File: config.mk
export PLATFORM = sky130hd
export DESIGN_NAME = wb_trace_buffer
export DESIGN_NICKNAME = d
export VERILOG_FILES = /design/src/rtl/wb_trace_buffer.sv
export SDC_FILE = /design/constraint.sdc
export NUM_CORES = 2
export LEC_CHECK = 0
export CORE_MARGIN = 10
export CORE_UTILIZATION = 35
export DETAILED_ROUTE_END_ITERATION = 10
export PLACE_DENSITY = 0.5
export SYNTH_ARGS = -nofsm -noshare
export SYNTH_HDL_FRONTEND = slang
export SYNTH_SLANG_ARGS = --single-unit
File: constraint.sdc
create_clock -name clk -period 6 [get_ports clk]
set_input_delay 0.9 -clock clk [delete_from_list [all_inputs] [get_ports clk]]
set_output_delay 0.9 -clock clk [all_outputs]
set_load 0.03 [all_outputs]
File: src/rtl/wb_trace_buffer.sv
// ---------------------------------------------------------------------------
// wb_trace_buffer
//   Trace capture that snoops the MEM/WB write-back port and stores
//   time-stamped retire events in a DEPTH-entry circular buffer. The capture
//   modes are free-running wrap, stop-on-full and triggered with a post-trigger
//   window. A finished trace is drained oldest-first over a valid/ready port.
//
// Ports
//   clk, rst        rising-edge clock; asynchronous active-low reset
//   cfg_mode        0 OFF, 1 WRAP, 2 STOP_FULL, 3 TRIGGER
//   cfg_trig_dest   register index that fires the trigger
//   cfg_post_cnt    events kept after the trigger (clamped to DEPTH-1)
//   arm             one-cycle pulse: flush the buffer and start capturing
//   wb_en/wb_dest/wb_data/wb_pc   snooped write-back port
//   rd_ready        consumer accepts rd_entry
//   rd_valid        rd_entry holds the oldest unread entry (DONE only)
//   rd_entry        {stamp, pc, dest, data}
//   count           entries held, 0..DEPTH
//   state           0 IDLE, 1 CAPTURE, 2 POST, 3 DONE
//   overflow        sticky: an entry was overwritten since the last arm
//   done            state == DONE
// ---------------------------------------------------------------------------
module wb_trace_buffer #(
   parameter  int DATA_W  = 32,
   parameter  int ADDR_W  = 5,
   parameter  int PC_W    = 32,
   parameter  int DEPTH   = 16,
   parameter  int CYC_W   = 16,
   localparam int CNT_W   = $clog2(DEPTH) + 1,
   localparam int ENTRY_W = CYC_W + PC_W + ADDR_W + DATA_W
) (
   input  logic               clk,
   input  logic               rst,
   input  logic [1:0]         cfg_mode,
   input  logic [ADDR_W-1:0]  cfg_trig_dest,
   input  logic [CNT_W-1:0]   cfg_post_cnt,
   input  logic               arm,
   input  logic               wb_en,
   input  logic [ADDR_W-1:0]  wb_dest,
   input  logic [DATA_W-1:0]  wb_data,
   input  logic [PC_W-1:0]    wb_pc,
   input  logic               rd_ready,
   output logic               rd_valid,
   output logic [ENTRY_W-1:0] rd_entry,
   output logic [CNT_W-1:0]   count,
   output logic [1:0]         state,
   output logic               overflow,
   output logic               done
);

   localparam int PTR_W = $clog2(DEPTH);
   localparam logic [CNT_W-1:0] FULL_CNT = CNT_W'(DEPTH);
   localparam logic [CNT_W-1:0] LAST_CNT = CNT_W'(DEPTH - 1);

   typedef enum logic [1:0] {IDLE, CAPTURE, POST, DONE} state_t;
   typedef enum logic [1:0] {MODE_OFF, MODE_WRAP, MODE_STOP, MODE_TRIG} mode_t;

   state_t             fsm, fsm_nxt;
   mode_t              mode;
   logic               qual, full, wr_fire, clear, post_load, post_dec, pop;
   logic [PTR_W-1:0]   wr_ptr, rd_ptr, wr_ptr_nxt, rd_ptr_nxt;
   logic [CNT_W-1:0]   count_nxt, post_ctr, post_init;
   logic [CYC_W-1:0]   cyc;
   logic [ENTRY_W-1:0] wr_entry;
   logic [ENTRY_W-1:0] mem [DEPTH];

   assign mode      = mode_t'(cfg_mode);
   assign qual      = wb_en && (wb_dest != '0);
   assign full      = (count == FULL_CNT);
   assign post_init = (cfg_post_cnt > LAST_CNT) ? LAST_CNT : cfg_post_cnt;
   assign wr_entry  = {cyc, wb_pc, wb_dest, wb_data};
   assign pop       = (fsm == DONE) && rd_valid && rd_ready;
   assign state     = fsm;
   assign done      = (fsm == DONE);

   always_ff @(posedge clk or negedge rst) begin
      // NOTE: sequential state is updated with <= so every register samples
      // pre-edge values regardless of the order the blocks are evaluated in.
      if (!rst) fsm <= IDLE;
      else      fsm <= fsm_nxt;
   end

   always_comb begin
      // NOTE: every output of this block gets a default first, so no path
      // leaves a signal unassigned and no latch is inferred.
      fsm_nxt   = fsm;
      wr_fire   = 1'b0;
      clear     = 1'b0;
      post_load = 1'b0;
      post_dec  = 1'b0;
      if (arm && mode != MODE_OFF) begin
         // A re-arm wins over everything; the coincident event is dropped.
         fsm_nxt = CAPTURE;
         clear   = 1'b1;
      end else begin
         unique case (fsm)
            CAPTURE: begin
               if (mode == MODE_OFF) begin
                  fsm_nxt = DONE;
               end else if (qual) begin
                  unique case (mode)
                     MODE_STOP: begin
                        if (full) begin
                           fsm_nxt = DONE;
                        end else begin
                           wr_fire = 1'b1;
                           if (count == LAST_CNT) fsm_nxt = DONE;
                        end
                     end
                     MODE_TRIG: begin
                        wr_fire = 1'b1;
                        if (wb_dest == cfg_trig_dest) begin
                           if (post_init == '0) begin
                              fsm_nxt = DONE;
                           end else begin
                              fsm_nxt   = POST;
                              post_load = 1'b1;
                           end
                        end
                     end
                     default: wr_fire = 1'b1;
                  endcase
               end
            end
            POST: begin
               if (mode == MODE_OFF) begin
                  fsm_nxt = DONE;
               end else if (qual) begin
                  wr_fire  = 1'b1;
                  post_dec = 1'b1;
                  if (post_ctr == CNT_W'(1)) fsm_nxt = DONE;
               end
            end
            default: ;
         endcase
      end
   end

   // Pointer / occupancy update. A write into a full buffer overwrites the
   // oldest entry, so the read pointer moves with it and count saturates.
   always_comb begin
      wr_ptr_nxt = wr_ptr;
      rd_ptr_nxt = rd_ptr;
      count_nxt  = count;
      if (clear) begin
         wr_ptr_nxt = '0;
         rd_ptr_nxt = '0;
         count_nxt  = '0;
      end else if (wr_fire) begin
         wr_ptr_nxt = wr_ptr + PTR_W'(1);
         if (full) rd_ptr_nxt = rd_ptr + PTR_W'(1);
         else      count_nxt  = count + CNT_W'(1);
      end else if (pop) begin
         rd_ptr_nxt = rd_ptr + PTR_W'(1);
         count_nxt  = count - CNT_W'(1);
      end
   end

   always_ff @(posedge clk or negedge rst) begin
      if (!rst) begin
         wr_ptr   <= '0;
         rd_ptr   <= '0;
         count    <= '0;
         post_ctr <= '0;
         cyc      <= '0;
         overflow <= 1'b0;
         rd_valid <= 1'b0;
         rd_entry <= '0;
      end else begin
         cyc    <= cyc + CYC_W'(1);
         wr_ptr <= wr_ptr_nxt;
         rd_ptr <= rd_ptr_nxt;
         count  <= count_nxt;
         if (clear)                overflow <= 1'b0;
         else if (wr_fire && full) overflow <= 1'b1;
         if (post_load)     post_ctr <= post_init;
         else if (post_dec) post_ctr <= post_ctr - CNT_W'(1);
         rd_valid <= (fsm_nxt == DONE) && (count_nxt != '0);
         // Prefetch the head for the next cycle so pops run back-to-back.
         // The bypass covers the head slot being written on this same edge.
         if (fsm_nxt == DONE && count_nxt != '0)
            rd_entry <= (wr_fire && wr_ptr == rd_ptr_nxt) ? wr_entry : mem[rd_ptr_nxt];
      end
   end

   always_ff @(posedge clk) begin
      // NOTE: the storage array has no reset; count and the pointers decide
      // which slots hold valid data, so stale contents are never exposed.
      if (wr_fire) mem[wr_ptr] <= wr_entry;
   end

endmodule

After elaboration in Yosys (flattened, before gate mapping):

Memories as Yosys holds them, arrays and structs flattened. A register that Yosys moved wholly into a read port is not among the register bits.
Cells that the tools add are included.

* memory bits (read-only): 0
* latch bits: 0
* memory bits (writable): 1360
* bits in registers: 38
* bits of input ports: 86
* logic and storage cells: 88
* memories kept: 1
* output and inout bits: 95

Memories
* mem: words 16, bits a word 85, rd ports 1, clocked after memory_dff 1, write ports 1, line 65 `logic [ENTRY_W-1:0] mem [DEPTH];`

* shift operators: 0
* magnitude comparators: 1
* mux-type cells: 47
* add/sub/neg operators: 6
* bitwise operators: 0
* reductions and logical operators: 15
* multiply operators: 0
* eq/ne operators: 10
* div/mod/pow operators: 0

Operators by type and width (number)
* 5-bit 2-to-1 mux: 7
* 4-bit 2-to-1 mux: 6
* 1-bit 2-to-1 mux: 22
* 2-bit 2-to-1 mux: 9
* 16-bit by 1-bit adder with 16-bit output (second input constant): 1
* 2-bit equality test (second input constant): 5
* 5-bit nonzero test: 2
* 5-bit by 1-bit subtractor with 5-bit output (second input constant): 2
* 4-bit by 1-bit adder with 4-bit output (second input constant): 2
* 2-bit case mux with 2 select lines: 2
* 2-bit nonzero test: 4
* 1-bit logical AND: 6
* 5-bit by 1-bit adder with 5-bit output (second input constant): 1
* 5-bit by 1-bit equality test with 1-bit output (second input constant): 1
* 5-bit by 4-bit equality test with 1-bit output (second input constant): 1
* 5-bit equality test: 1
* 5-bit equality test (second input constant): 1
* 5-bit by 4-bit greater-than comparator with 1-bit output (second input constant): 1
* 5-bit zero test: 1
* 2-bit by 1-bit equality test with 1-bit output (second input constant): 1
* 2-bit zero test: 1
* 1-bit case mux with 2 select lines: 1
* 1-bit zero test: 1

Logic depth before layout (Yosys ltp):

* word-level depth: 12
* gate-level depth with buffers: 17
* depth with buffers taken out: 12

Worst setup path before layout:

Ideal clock, no wire load.

* path kind: input port to flip-flop
* from: in cfg_mode[0]
* to: mem mem[0][0] (netlist bit) (enable)
* path slack: -350 ps
* buffers on the path: 2
* required time: 5471 ps
* stages: 7
* setup time: 529 ps
* arrival time: 5821 ps
* cell sequence: buf_2 -> nor2_1 -> nor3_1 -> nand3_1 -> clkbuf_1 -> or3_1 -> nor2_1

* word-level cells in the longest chain between the ends: 8
* elaborated cells between the ends (all ways): 12
* those cells by class: eq/ne (1); mux (8); reduce/logical (3)

Ends and longest elaborated chain
* start: declaration: line 34 `input logic [1:0] cfg_mode,`
* 2-bit equality test: line 101 `unique case (mode)`
* 1-bit 2-to-1 mux: line 101
* 1-bit 2-to-1 mux: line 100 `end else if (qual) begin`
* 1-bit 2-to-1 mux: line 98 `if (mode == MODE_OFF) begin`
* 1-bit case mux with 2 select lines: line 96 `unique case (fsm)`
* 1-bit 2-to-1 mux (*): line 91 `if (arm && mode != MODE_OFF) begin`
* 1-bit 2-to-1 mux (*): line 189 `if (wr_fire) mem[wr_ptr] <= wr_entry;`
* 1-bit 2-to-1 mux (not written as such) (*): line 189
* end: declaration: line 65

Every way passes the cells marked *; elsewhere a longest branch is shown, timed or not.

Worst setup path after layout:

* from: reg fsm[0], in the netlist state[0]
* to: reg rd_entry[53] (read register of mem)

* elaborated cells between the ends (all ways): 27
* those cells by class: eq/ne (4); mux (19); reduce/logical (4)

RTL lines
* start: declaration: line 58 `state_t fsm, fsm_nxt;`
* start signal: assignment: line 80 `else fsm <= fsm_nxt;`
* parallel branches: the longest is 4 deep, another holds 2-bit equality test
* 5-bit 2-to-1 mux (*): line 149 `end else if (wr_fire) begin`
* 5-bit 2-to-1 mux (*): line 145 `if (clear) begin`
* via count_nxt[3]: line 62 `logic [CNT_W-1:0] count_nxt, post_ctr, post_init;`
* 5-bit nonzero test (*): line 181 `if (fsm_nxt == DONE && count_nxt != '0)`
* 1-bit logical AND (*): line 181
* end: declaration: line 44 `output logic [ENTRY_W-1:0] rd_entry,`

Mark *: on every way through the listed nets, which the timed path passes.
A chain may end at the register's enable or synchronous reset.

==> results by group <==
Synthesis
  – Unique masters post-synth: 59
  – Dominant cell type by area after synthesis: edfxtp_1
  – Most frequent cell after synthesis: edfxtp_1
  – Synth top area share: 69.31%
  – Synth Area in Simple Gates: 6.523%
  – Asr flop ratio synth: 8.294%
  – Synth Flop Type: edfxtp_1
  – Largest family of logic cells by synthesized area: compound AO/OA/AOI/OAI gates
  – #FFs+latches synth: 1483
  – Synth top cells by count: edfxtp_1, nand2_1, o22ai_1, a21oi_1, clkbuf_1
  – Mux cell area share after synthesis: 1.495%
  – Synth Instances: 4092
  – Mapped Nets: 4194
  – Compound-Gate Fraction of Synth Area: 14.44%
  – Seq/Total Area, Yosys: 74.53%
  – Mapped Area: 58920 sq um
  – Synth Area in Adders: 0.3397%
  – Synth area leaders: edfxtp_1, dfrtp_1, nand2_1
  – Synth warnings: 0
  – Syn_area_per_cell: 14.40 sq um
  – Post-synth EDFFs: 1360
  – Post-Synth XOR/XNOR Area: 0.4608%

Timing
  – Peak Freq: 229.3 MHz
  – Tightest Pin Transition: 0.9071 ns
  – Rel. slew slack: 38.76%
  – Final min period: 4.362 ns
  – Fin. Hold Viols: 0
  – Clock skew: 0.02331 ns
  – Final setup fails: 0
  – Pins Over Slew Limit: 0
  – Tcrit/Tclk final: 72.70%
  – RSZ-0062 raised after global routing: false
  – Setup TNS: 0 ns
  – Hold Slack: 0.08740 ns

Layout
  – Fillers: 15100
  – Nets: 4328
  – Design area: 69250 sq um
  – Share of layout cells above drive strength 1: 9.345%
  – Final Util: 41.41%
  – Area growth, synth to finish: 17.52%

Routing
  – DR pass1 iterations: 5
  – Top routing layer in use: met5
  – Vias per std cell: 5.595
  – WL/cell: 26.40 um
  – Via count: 36780
  – DR iter-0 viols: 3024
  – DRC violations left: 0
  – Met2 WL: 85020 um
  – Metal3 WL: 8301 um
  – DRT Wirelength: 173600 um
  – Routed Antenna Nets: 0
  – Met1 wire length: 75960 um

Clock network
  – H-tree levels: 4
  – CTS Sinks: 1483
  – Num CTS Buffers: 160
  – CTS tree: built
  – Worst-path clk slew: 0.06 ns
  – Post-CTS sizing: 0
  – Clock Latency Late Sink: 0.79 ns
  – Setup Fix Bufs, Post-CTS: 0
  – Root Driver: clkbuf_16
  – Hold Buf Count CTS: 0
  – Clk buf depth: 3

Floorplanning
  – Initial core utilization: 35.24%
  – Site Rows: 150
  – Core area: 167200 sq um
  – IO Pins: 181
  – Die Area: 185200 sq um
  – Die Ht: 430.3 um
  – Die span in x: 430.3 um

Setup path
  – Critical Setup Path Class: reg -> reg
  – CP Capture Type: flop
  – Critical Path RT: 6.70 ns
  – Critical Path Source Type: flop
  – Critical path data arrival time: 5.06 ns
  – Critical path peak fanout: 12
  – Worst r2r path cells: 11

Place
  – Gpl congestion: 0.7308
  – Placed Area: 64070 sq um
  – Number of port buffers: 180
  – DP Wirelength: 84130 um

GRT
  – GRT overflow: 0
  – Number of global-route vias before repair: 36400
  – Largest net degree at the start of global routing: 131
  – Global-route wire length before repair: 254900 um
  – Initial antenna violation count: 15
  – GRT Util Overall: 18.24%

Status
  – Status: complete, no violations

Power and ir drop
  – Pwr Total: 26.58 mW
  – Peak supply drop: 347.9 uV
  – Leakage Power: 21.91 nW
  – Power per cell area: 383.8 nW/um^2

Hold path
  – Hold Crit Class: in -> async

Flow run
  – Max_cap viols: 0
## area by class of cell
cell class	count	area [sq um]	area share, %
sequential	1483	43920	63.42
multi-input combinational	2285	13890	20.06
clock buffer	223	4466	6.449
timing repair buffer	278	3417	4.934
tap	2204	2758	3.982
clock inverter	79	704.4	1.017
inverter	18	90.09	0.1301
antenna	3	7.507	0.01084
## routing by layer
layer	global-route usage, %	vias to the layer above
met4	5.044	12
met1	24.26	19070
met2	30.92	971
li1	-	16470
met5	0	-
met3	2.805	258
## report_power, final
group	leakage (nW)	internal (mW)	switching [mW]
sequential	14.1	11.7	0.470
clock	2.53	5.64	4.07
combinational	5.33	1.75	2.97
## placed cells by master (no fill, tap or decap), types with 45 or more instances in the layout
cell                n
o21ai_0            87
a221oi_1          172
a22oi_1           120
o22ai_1           340
dfrtp_1           123
clkbuf_1           45
mux2i_1            88
edfxtp_1         1360
a21oi_1           262
and3_1             93
clkdlybuf4s50_1   179
o211ai_1           86
buf_12             70
a22oi_2            50
clkbuf_16         164
nand2_1           698
a211oi_1           91
## kinds of logic after synthesis
kind of cell | after synthesis
XOR/XNOR | 31
buffers and inverters | 324
AND/OR/NAND/NOR | 911
AO/OA/AOI/OAI | 1239
flip-flops | 1483
adder cells (fa/ha/maj) | 16
multiplexers | 88
## worst max-delay path, stage by stage, from the launching register on
cell      delay (ns)
dfrtp_1         0.50
inv_1           0.13
ha_1            0.38
nor3_1          0.21
buf_4           0.17
nand3_1         0.33
o311ai_0        0.92
o311ai_4        0.25
a311oi_4        0.76
buf_4           0.36
o21ai_0         0.14
o211ai_1        0.10
## worst paths after layout
| path | to | startpoint | slack, ns |
|---|---|---|---|
| setup / recovery | rd_entry[53] | state[0] | 1.64 |
| hold / removal | rd_entry[52] | rst | 0.09 |
| setup reg to reg | rd_entry[53] | state[0] | 1.64 |
| hold reg to reg | post_ctr[4] | post_ctr[4] | 0.55 |
| max in group asynchronous | rd_entry[3] | rst | 4.84 |
| min in group clk | post_ctr[4] | post_ctr[4] | 0.55 |
## per-stage QoR
stage / worst slack (ns) / instances
detailed placement: 0.9220 / 6268
floorplan: -0.3499 / 4092
global route: 1.320 / 6573
global placement: 0.9344 / 6268
CTS: 1.611 / 6570
finish: 1.638 / 6573
## state kept, by name, indices dropped and copies added, names as in the netlist
signal    flops
wr_ptr        4
cyc          16
mem        1360
rd_entry     85
post_ctr      5
rd_ptr        4
rd_valid      1
state         2
count         5
overflow      1
Note: power is estimated with default switching activity, not from simulation.
